===== src/rtl/tog_pkg.sv =====
// tog_pkg: shared types and defaults for the toggle event decoder.
// Honors macro TOG_SYNC_EN (sampler depth).
package tog_pkg;

  typedef enum logic {
    PRIME,
    RUN
  } tog_state_t;

  localparam int CNT_W_DEF   = 4;
  localparam int TOTAL_W_DEF = 16;

`ifdef TOG_SYNC_EN
  localparam int SYNC_STAGES = 2;
`else
  localparam int SYNC_STAGES = 1;
`endif

  function automatic int unsigned pend_max(
    input int unsigned w
  );
    return (32'd1 << w) - 32'd1;
  endfunction

endpackage


===== src/rtl/tog_sync.sv =====
// tog_sync: reset_n-cleared sampler for the toggle line, 1 or 2 stages.
// Ports: clk, reset_n, d (raw), q (sampled), q_nxt (value q loads next). Macro TOG_SYNC_EN.
module tog_sync (
  input  logic clk,
  input  logic reset_n,
  input  logic d,
  output logic q,
  output logic q_nxt
);

`ifdef TOG_SYNC_EN
  logic s1;

  always_ff @(posedge clk or negedge reset_n) begin
    if (!reset_n) begin
      s1 <= 1'b0;
      q  <= 1'b0;
    end else begin
      s1 <= d;
      q  <= s1;
    end
  end

  assign q_nxt = s1;
`else
  always_ff @(posedge clk or negedge reset_n) begin
    if (!reset_n) begin
      q <= 1'b0;
    end else begin
      q <= d;
    end
  end

  assign q_nxt = d;
`endif

endmodule


===== src/rtl/tog_event_decoder.sv =====
// tog_event_decoder: regenerates one event per t_in toggle, queues and drains them.
// Ports: clk, reset_n, t_in, evt_pulse, evt_valid/evt_ready, pending, total_cnt,
// overflow, clr_ovf. Macro TOG_SYNC_EN selects a 2-flop synchronizer on t_in.
module tog_event_decoder
  import tog_pkg::*;
#(
  parameter int CNT_W   = CNT_W_DEF,
  parameter int TOTAL_W = TOTAL_W_DEF
) (
  input  logic               clk,
  input  logic               reset_n,
  input  logic               t_in,
  output logic               evt_pulse,
  output logic               evt_valid,
  input  logic               evt_ready,
  output logic [CNT_W-1:0]   pending,
  output logic [TOTAL_W-1:0] total_cnt,
  output logic               overflow,
  input  logic               clr_ovf
);

  localparam logic [CNT_W-1:0] PEND_MAX =
    CNT_W'(pend_max(CNT_W));
  localparam logic [1:0] PRIME_LAST =
    2'(SYNC_STAGES - 1);

  tog_state_t state;
  logic [1:0] prime_cnt;
  logic       s;
  logic       s_nxt;
  logic       prev;
  logic       tgl;
  logic       pop;
  logic       full;

  tog_sync u_sync (
    .clk     (clk),
    .reset_n (reset_n),
    .d       (t_in),
    .q       (s),
    .q_nxt   (s_nxt)
  );

  // PRIME tracks the value s is about to take, so prev equals s
  // once the sampler has filled; a high t_in at release is no event.
  always_ff @(posedge clk or negedge reset_n) begin
    if (!reset_n) begin
      state     <= PRIME;
      prime_cnt <= 2'd0;
      prev      <= 1'b0;
    end else begin
      unique case (state)
        PRIME: begin
          prev      <= s_nxt;
          prime_cnt <= prime_cnt + 2'd1;
          if (prime_cnt == PRIME_LAST) begin
            state <= RUN;
          end
        end
        RUN: begin
          prev <= s;
        end
        default: begin
          state <= PRIME;
        end
      endcase
    end
  end

  assign tgl       = (state == RUN) & (s ^ prev);
  assign evt_valid = (pending != '0);
  assign pop       = evt_valid & evt_ready;
  assign full      = (pending == PEND_MAX);

  always_ff @(posedge clk or negedge reset_n) begin
    if (!reset_n) begin
      evt_pulse <= 1'b0;
      pending   <= '0;
      total_cnt <= '0;
      overflow  <= 1'b0;
    end else begin
      evt_pulse <= tgl;
      if (clr_ovf) begin
        overflow <= 1'b0;
      end
      // A drop below sets overflow after the clear, so set wins.
      unique case (1'b1)
        tgl & pop: begin
          total_cnt <= total_cnt + TOTAL_W'(1);
        end
        tgl & ~pop & ~full: begin
          pending   <= pending + CNT_W'(1);
          total_cnt <= total_cnt + TOTAL_W'(1);
        end
        tgl & ~pop & full: begin
          overflow <= 1'b1;
        end
        ~tgl & pop: begin
          pending <= pending - CNT_W'(1);
        end
        default: begin
        end
      endcase
    end
  end

endmodule


===== config.mk =====
export PLATFORM = sky130hd
export DESIGN_NAME = tog_event_decoder
export DESIGN_NICKNAME = d
export VERILOG_FILES = /design/src/rtl/tog_pkg.sv /design/src/rtl/tog_sync.sv /design/src/rtl/tog_event_decoder.sv
export SDC_FILE = /design/constraint.sdc
export NUM_CORES = 1
export LEC_CHECK = 0
export ABC_AREA = 0
export CORE_MARGIN = 2
export CORE_UTILIZATION = 44
export CTS_CLUSTER_SIZE = 28
export DETAILED_ROUTE_END_ITERATION = 8
export PLACE_DENSITY = 0.75
export SLEW_MARGIN = 20
export SYNTH_ARGS = -nofsm -noshare
export SYNTH_HDL_FRONTEND = slang
export SYNTH_SLANG_ARGS = --single-unit

===== constraint.sdc =====
create_clock -name clk -period 2.4 [get_ports clk]
set_clock_uncertainty 0.15 [all_clocks]
set_input_delay 0.36 -clock clk [delete_from_list [all_inputs] [get_ports clk]]
set_output_delay 0.36 -clock clk [all_outputs]
set_load 0.05 [all_outputs]

# [After elaboration in Yosys (flattened, before gate mapping)]
# Index checks and enable logic that the tools add are counted.
# W data, S select, Z words.
[word_totals] word_cells=36 reg_bits=27 out_inout_bits=23
[classes] n_addsub=4 reduce_logical=5 mux=6 n_eq_ne=1 n_bitwise=12
[op_table] op="$add A16 B1 Y16 const B" n=1
[op_table] op="$pmux W4 S2" n=1
[op_table] op="$and A1 B1 Y1" n=7
[op_table] op="$add A4 B1 Y4 const B" n=1
[op_table] op="$eq A4 B4 Y1 const B" n=1
[op_table] op="$mux W1" n=4
[op_table] op="$not A1 Y1" n=4
[op_table] op="$reduce_bool A2 Y1" n=2
[op_table] op="$reduce_bool A4 Y1" n=1
[op_table] op="$sub A4 B1 Y4 const B" n=1
[op_table] op="$add A2 B1 Y2 const B" n=1
[op_table] op="$logic_not A2 Y1" n=1
[op_table] op="$pmux W1 S2" n=1
[op_table] op="$reduce_or A2 Y1" n=1
[op_table] op="$xor A1 B1 Y1" n=1

# [Longest topological paths before layout]
# Gate-level depths: netlist (run 1).
[depth] word_depth=6 ltp_mapped=10

# [Cells and area by module]
# A second synthesis (run 1) with hierarchy kept.
[hier_totals] cells_unflattened=120 area_unflattened_um2=1378.8
[modules_own_cells] mod="tog_event_decoder" cells_each=118 seq_area_each_um2=650.6 area_per_inst_um2=1346.3 n_inst=1
[modules_own_cells] mod="tog_sync" cells_each=2 seq_area_each_um2=25.0 area_per_inst_um2=32.5 n_inst=1

# [Worst setup path before layout (run 1)]
# OpenSTA, ideal clock, no wires.
[synth_path] kind="reg2reg" from="register pending[0]" to="register pending[3]" path_buffers=0 t_arrival_ns=2.476 setup_ns=0.146 setup_slack_ns=-0.372 path_stages_with_launch=10 cell_sequence="dfrtp_1 or4_4 nand3_2 inv_2 ha_1 a21o_2 a21oi_1 xor2_1 nor2_2 xor2_1"
[synth_between] elab_chain_cells=6 elab_cells_between_ends=12
[synth_lines] element="start: declaration" line="tog_event_decoder.sv:16" text="output logic [CNT_W-1:0] pending,"
[synth_lines] element="start signal: assignment" line="tog_event_decoder.sv:92" text="pending <= pending + CNT_W'(1);"
[synth_lines] element="start signal: assignment" line="tog_event_decoder.sv:99" text="pending <= pending - CNT_W'(1);"
[synth_lines] element="$reduce_bool A4 Y1 *" line="tog_event_decoder.sv:71" text="assign evt_valid = (pending != '0);"
[synth_lines] element="named net evt_valid" line="tog_event_decoder.sv:14" text="output logic evt_valid,"
[synth_lines] element="$and A1 B1 Y1 *" line="tog_event_decoder.sv:72" text="assign pop = evt_valid & evt_ready;"
[synth_lines] element="$not A1 Y1" line="tog_event_decoder.sv:91" text="tgl & ~pop & ~full: begin"
[synth_lines] element="$and A1 B1 Y1 (2 in a row)" line="tog_event_decoder.sv:91"
[synth_lines] element="$pmux W4 S2 or $reduce_bool A2 Y1 (tied branches)"
# The timed path passes the listed nets; every way through them passes the cells marked *.
# A chain may end at the register's enable or synchronous reset.

# [Final worst setup path (run 1)]
[layout_path] from="register pending[3]" to="register pending[3]"
[layout_between] elab_chain_cells=6 elab_cells_between_ends=12
[layout_lines] element="$reduce_bool A4 Y1" line="tog_event_decoder.sv:71"
[layout_lines] element="$and A1 B1 Y1" line="tog_event_decoder.sv:72"
[layout_lines] element="$not A1 Y1" line="tog_event_decoder.sv:91"
[layout_lines] element="$and A1 B1 Y1 (2 in a row)" line="tog_event_decoder.sv:91"
[layout_lines] element="$pmux W4 S2 or $reduce_bool A2 Y1 (tied branches)"
# Parallel ways exist; a longest one is shown, timed or not.

==> results of run 1 <==
## per-stage QoR
stage	cells	hold slack, ns	total power (uW)	utilization, %
4_1_cts	172	0.2515	1824	59.60
2_1_floorplan	108	-0.08559	1312	-
5_1_grt	173	0.2495	1932	60.14
6_report	173	0.2432	1822	60.14
3_3_place_gp	168	0.3104	1601	58.66
3_5_place_dp	168	0.3152	1635	58.66
## worst min path at each step
stage,to,cells past startpoint
floorplan,evt_pulse,0
finish,pending[1],2
CTS,overflow,2
global placement,total_cnt[15],1
detailed placement,prime_cnt[0],1
global route,pending[1],2
## cells in the final DEF, fill, tap and decap left out, drive strengths merged
master          n
clkdlybuf4s50  26
a21oi           1
or4             1
nand2          12
mux2            3
ha              4
clkbuf          4
and4            2
nor3            1
buf             6
fa              1
xnor2          13
o21ai           2
nand4           4
o22ai           1
and3            4
or2             2
nand4b          1
nor2            2
dfrtp          27
xor2            8
a22o            1
a21o            1
or3             1
o211a           1
nand3           5
inv             8
## metal layers
layer	share of wire [%]	wire length [um]	global-route usage, %
met1	48	1047	19.71
met3	4.4	97	4.018
met5	0	0	0
met4	1.3	29	4.651
met2	47	1028	22.08
## worst max-delay path: cells and delay by family (launching register included)
family	cells	cell delay [ns]
and+or+nand+nor	3	0.68
DFF	1	0.46
AOI/OAI and AO/OA	2	0.33
xor gates and xnor gates	2	0.31
adders and majority gates	1	0.20
buffers and inverters	1	0.06
## cell type report
cell class | instances | area share (%)
sequential | 27 | 40.61
multi-input combinational | 71 | 35.45
tap | 31 | 2.319
timing repair buffer | 32 | 18.25
inverter | 8 | 1.795
clock buffer | 4 | 1.571
## registers in the layout, summed over array words and instances, names as in the netlist
signal / cells
evt_pulse: 1
u_sync.q: 1
total_cnt: 16
prime_cnt: 2
overflow: 1
prev: 1
state: 1
pending: 4
## power breakdown
group / internal (uW) / total (uW) / switching, uW / leakage, uW
Combinational: 375 / 974 / 599 / 0.000382
Clock: 64.9 / 188 / 123 / 0.0000150
Sequential: 556 / 660 / 103 / 0.000337
Total: 996 / 1820 / 826 / 0.000733
## logic make-up (layout without fill, tap and decap cells)
| kind of cell | after synthesis | after routing | synth area share, % |
|---|---|---|---|
| AND/OR/NAND/NOR | 35 | 35 | 16.73 |
| flip-flops | 27 | 27 | 52.22 |
| XOR/XNOR | 21 | 21 | 14.80 |
| buffers and inverters | 10 | 44 | 3.772 |
| AO/OA/AOI/OAI | 7 | 7 | 4.449 |
| adder cells (fa/ha/maj) | 5 | 5 | 5.416 |
| multiplexers | 3 | 3 | 2.611 |
## repair_timing
| action | 4_1_cts | 5_1_grt |
|---|---|---|
| hold buffers | 0 | 0 |
| setup endpoints to repair | 0 | 1 |
| buffers inserted | 0 | 1 |
| hold endpoints to repair | 0 | 0 |
| resized for setup | 0 | 1 |
==> results.toml, run 1 <==
[synthesis]
synth_area_leaders = "dfrtp_1 (52%), xnor2_1 (8.8%), xor2_1 (4.7%), ha_1 (3.9%), nand2_1 (3.5%)"
ys_warn_count = 0
synth-edff-count = 0
synth_fp_nets = 118
synthCells = 108
synth_most_common_cell = "dfrtp_1"
async_reset_ff_share_pct = 100.0
yosysUniqueCellTypes = 32
syn-mean-instance-area_um2 = 11.98
ys_seq_elements = 27
synth.largest_area_cell = "dfrtp_1"
yosysTopAreaCellShare_pct = 52.22
ys_top_cells_by_count = "dfrtp_1 (27), xnor2_1 (13), nand2_1 (12)"
seq_area_frac_synth_pct = 52.22
synth_flop_cell = "dfrtp_1"
synthesis.area_mm2 = 0.001294

[cells_and_area]
stdcell_area_mm2 = 0.001673
drive_above_1_share_pct = 20.42
ff_latch_area_um2 = 679.4
n_antenna_cell = 0
layout.nets = 153
synthToLayoutAreaGrowth_pct = 29.30
nFillCells = 232
multiInputGateArea_um2 = 593.1

[timing]
max_freq_mhz = 434.7
slew_headroom_pct = 65.75
rsz0062_at_grt = "false"
hold_viol_final = 0
worstMarginPinSlew_ns = 0.5122
final.setup.worst_slack_ns = 0.09956
setup_violations = 0
tns_ns = 0
finalCritPeriodShare_pct = 95.85
period_needed_ns = 2.300
slew_violations = 0

[floorplan]
die_area_mm2 = 0.003390
rows = 19
io_pins = 28
initial_core_util_pct = 46.51
die_width_um = 58.23
fp.dieH_um = 58.23
core_mm2 = 0.002781

[global_routing]
grt_remaining_overflow = 0
grt_antenna_before_repair = 0
grt_max_degree = 28
grtUsageTotal_pct = 14.35
grt_pass1_wl_um = 3705
grt_pass1_vias = 834

[clock_network]
path_clk_slew_ns = 0.13
clkLatencyLatePin_ns = 0.31
cts_root_buf = "clkbuf_4"
clock-sinks = 27
clockBufferDepth = 2
htreeDepth = 1
cts_tree = "done"
numCtsBuffers = 3

[worst_setup_path]
worstPathRequired_ns = 2.46
cp-startpoint = "pending[3]"
cp_max_fo = 5
regToRegEndpoint = "pending[3]"
arrival_ns = 2.36
slowest_delay_ns = 0.53
crit_path_frequent_cell = "xor2_1"
slowest_stage = "or4_4"
r2r_slack_ns = 0.1
critPathCaptureType = "flip-flop"
setup.worst_path.class = "reg2reg"
worst_setup_path_start_kind = "flip-flop"
reg2regPathDepth = 9
crit_path_cell_trace = "or4_4 > nand3_4 > inv_2 > ha_4 > a21o_2 > a21oi_2 > xor2_1 > nor2_2 > xor2_1"
rr_startpoint = "pending[3]"
crit_path_end = "pending[3]"

[route]
drc = 0
drt-wirelength-per-cell_um = 12.73
drtIter0Drc = 14
vias = 870
finalWirelength_um = 2202
vias_per_cell = 5.029
ant_nets = 0
dr.pass1.iters = 4

[min_path]
hp-class = "in2async"

[placed_design]
place_ws_ns = 0.06319
io_buffers = 27
post_dp_cell_area_mm2 = 0.001632
dp_hpwl_um = 1705
place.gp.congestion = 0.8592

[run]
maxCapViolCount = 0

[power_and_ir_drop]
leakage_uw = 0.0007332
power.density_mw_per_mm2 = 1089
peakVddDrop_v = 0.0007010

[run_status]
status = "complete, no violations"
Power figures use the tool's default switching activity.
==> inputs of run 2 (changes only) <==
- ABC_AREA: 0 -> 1
- CORE_UTILIZATION: 44 -> 46
- SKIP_CTS_REPAIR_TIMING: not set -> 1
==> run 2 against run 1 <==
Final cell count increased by 47%. Area after synthesis is 18% higher. Sequential share of layout area is 4.5 points lower. Register-to-register slack improved by 0.22 ns. Flip-flop and latch count unchanged. Via count increased by 42%. Hold slack worse by 0.0014 ns. First-iteration DRC count rose to 3.1 times the previous value. Sequential power grew 8.2%. Largest power group unchanged.
==> results.toml, run 2 <==
[power_and_ir_drop]
power.share.combinational_pct = 52.4
power.density_mw_per_mm2 = 1022
switching_share_pct = 49.96
p_int_uw = 955.9
p_total_uw = 1910
power.share.clock_pct = 10.3
leakage_uw = 0.0008348
peakVddDrop_v = 0.0004262
p_seq_share_pct = 37.4
netSwitchingPower_uw = 954.4

[cells_and_area]
final_common_cell = "nand2_1"
top_regs = "total_cnt: 16 flops, pending: 4 flops, prime_cnt: 2 flops"
n_antenna_cell = 0
stdcell_area_mm2 = 0.001869
largest-register = "total_cnt"
layout.nets = 222
synthToLayoutAreaGrowth_pct = 22.86
drive_above_1_share_pct = 9.005
layout_common_cells = "nand2_1 (47), dfrtp_1 (27), clkdlybuf4s50_1 (27), inv_1 (23), nor2_1 (19)"
largest_reg_flops = 16

[worst_setup_path]
worstPathRequired_ns = 1.89
critPathCaptureType = "primary output"
arrival_ns = 1.80
setup.worst_path.class = "reg2out"
cp_max_fo = 6
worst_setup_path_start_kind = "flip-flop"

[floorplan]
rows = 20
core_mm2 = 0.003103
initial_core_util_pct = 49.03
io_pins = 28
fp.dieH_um = 61.51
die_width_um = 61.51
die_area_mm2 = 0.003783

[synthesis]
synth_area_leaders = "dfrtp_1 (44%), nand2_1 (12%), inv_1 (5.7%), nor2_1 (4.7%), xor2_1 (4.0%)"
ys_top_cells_by_count = "nand2_1 (47), dfrtp_1 (27), inv_1 (23)"
synthesis.area_mm2 = 0.001521
async_reset_ff_share_pct = 100.0
syn-mean-instance-area_um2 = 8.453
yosysTopAreaCellShare_pct = 44.41
synthCells = 180
seq_area_frac_synth_pct = 44.41
synth_fp_nets = 190
ys_seq_elements = 27
synth.largest_area_cell = "dfrtp_1"
synth_flop_cell = "dfrtp_1"
synth-edff-count = 0
synth_most_common_cell = "nand2_1"
ys_warn_count = 0
yosysUniqueCellTypes = 25

[timing]
finalCritPeriodShare_pct = 96.43
max_freq_mhz = 432.1
period_needed_ns = 2.314
setup_violations = 0
worstMarginPinSlew_ns = 0.5033
hold_ws_ns = 0.2418
hold_viol_final = 0
slew_headroom_pct = 66.34
slew_violations = 0
rsz0062_at_grt = "false"
tns_ns = 0

[min_path]
hp-class = "in2async"

[placed_design]
post_dp_cell_area_mm2 = 0.001843
dp_hpwl_um = 2308
place.gp.congestion = 0.8450
io_buffers = 27

[route]
drt-wirelength-per-cell_um = 12.07
drtIter0Drc = 43
ant_nets = 0
top_layer_used = "met4"
vias = 1235
vias_per_cell = 4.843
wl_met3_um = 94
wl_met2_um = 1492
wl_met1_um = 1454
drc = 0
dr.pass1.iters = 4
finalWirelength_um = 3078

[clock_network]
clkLatencyLatePin_ns = 0.32
cts_root_buf = "clkbuf_4"
htreeDepth = 1
path_clk_slew_ns = 0.15
cts_tree = "done"
clock-sinks = 27
numCtsBuffers = 3
clockBufferDepth = 2

[global_routing]
grt_max_degree = 28
grt_remaining_overflow = 0
grt_antenna_before_repair = 0
grt_pass1_vias = 1211
grtUsageTotal_pct = 18.52
grt_pass1_wl_um = 5195

[run_status]
status = "complete, no violations"

[run]
maxCapViolCount = 0
run 2: kinds of logic after synthesis:
logic type / synth area share [%]
and+or+nand+nor: 32.07
DFF: 44.41
buffers and inverters: 6.907
xor gates and xnor gates: 8.964
AOI/OAI and AO/OA: 3.042
adders and majority gates: 4.605
run 2: critical path, cell delays in order, from the launching register on:
cell and delay (ns):
dfrtp_1 0.48, nor2_1 0.09, nand2_2 0.10, clkdlybuf4s50_1 0.82
run 2: routing by layer:
metal	track usage, %	vias to the layer above
met5	0	-
met4	6.687	0
met3	3.151	4
met2	31.28	22
met1	23.84	586
li1	-	623
run 2: layout make-up:
class / instances / area [um2]
inverter: 25 / 93.84
clock buffer: 4 / 26.28
fill: 299 / 1234
multi-input combinational: 127 / 740.7
tap: 44 / 55.05
timing repair buffer: 28 / 277.8
sequential: 27 / 675.6
run 2: through the flow:
stage	instances	utilization, %	setup WS, ns
floorplan	180	-	0.06015
global placement	251	59.40	0.2679
detailed placement	251	59.40	0.1401
CTS	255	60.24	0.07467
global route	255	60.24	0.001625
finish	255	60.24	0.08571
run 2: power by group through the flow:
| stage | Combinational [uW] | Sequential, uW | Clock (uW) |
|---|---|---|---|
| 2_1_floorplan | 343 | 1050 | 0 |
| 3_3_place_gp | 967 | 717 | 0 |
| 3_5_place_dp | 1000 | 721 | 0 |
| 4_1_cts | 1000 | 712 | 204 |
| 5_1_grt | 1070 | 732 | 221 |
| 6_report | 1000 | 714 | 196 |
run 2: final timing paths:
path	startpoint	slack, ns	cells after the start	endpoint
setup reg to reg	u_sync.q	0.32	11	pending[3]
hold / removal	reset_n	0.24	2	total_cnt[5]
max in group asynchronous	reset_n	1.60	2	pending[2]
hold reg to reg	prime_cnt[0]	0.33	1	prime_cnt[0]
setup / recovery	pending[0]	0.09	3	evt_valid
min in group clk	prime_cnt[0]	0.33	1	prime_cnt[0]
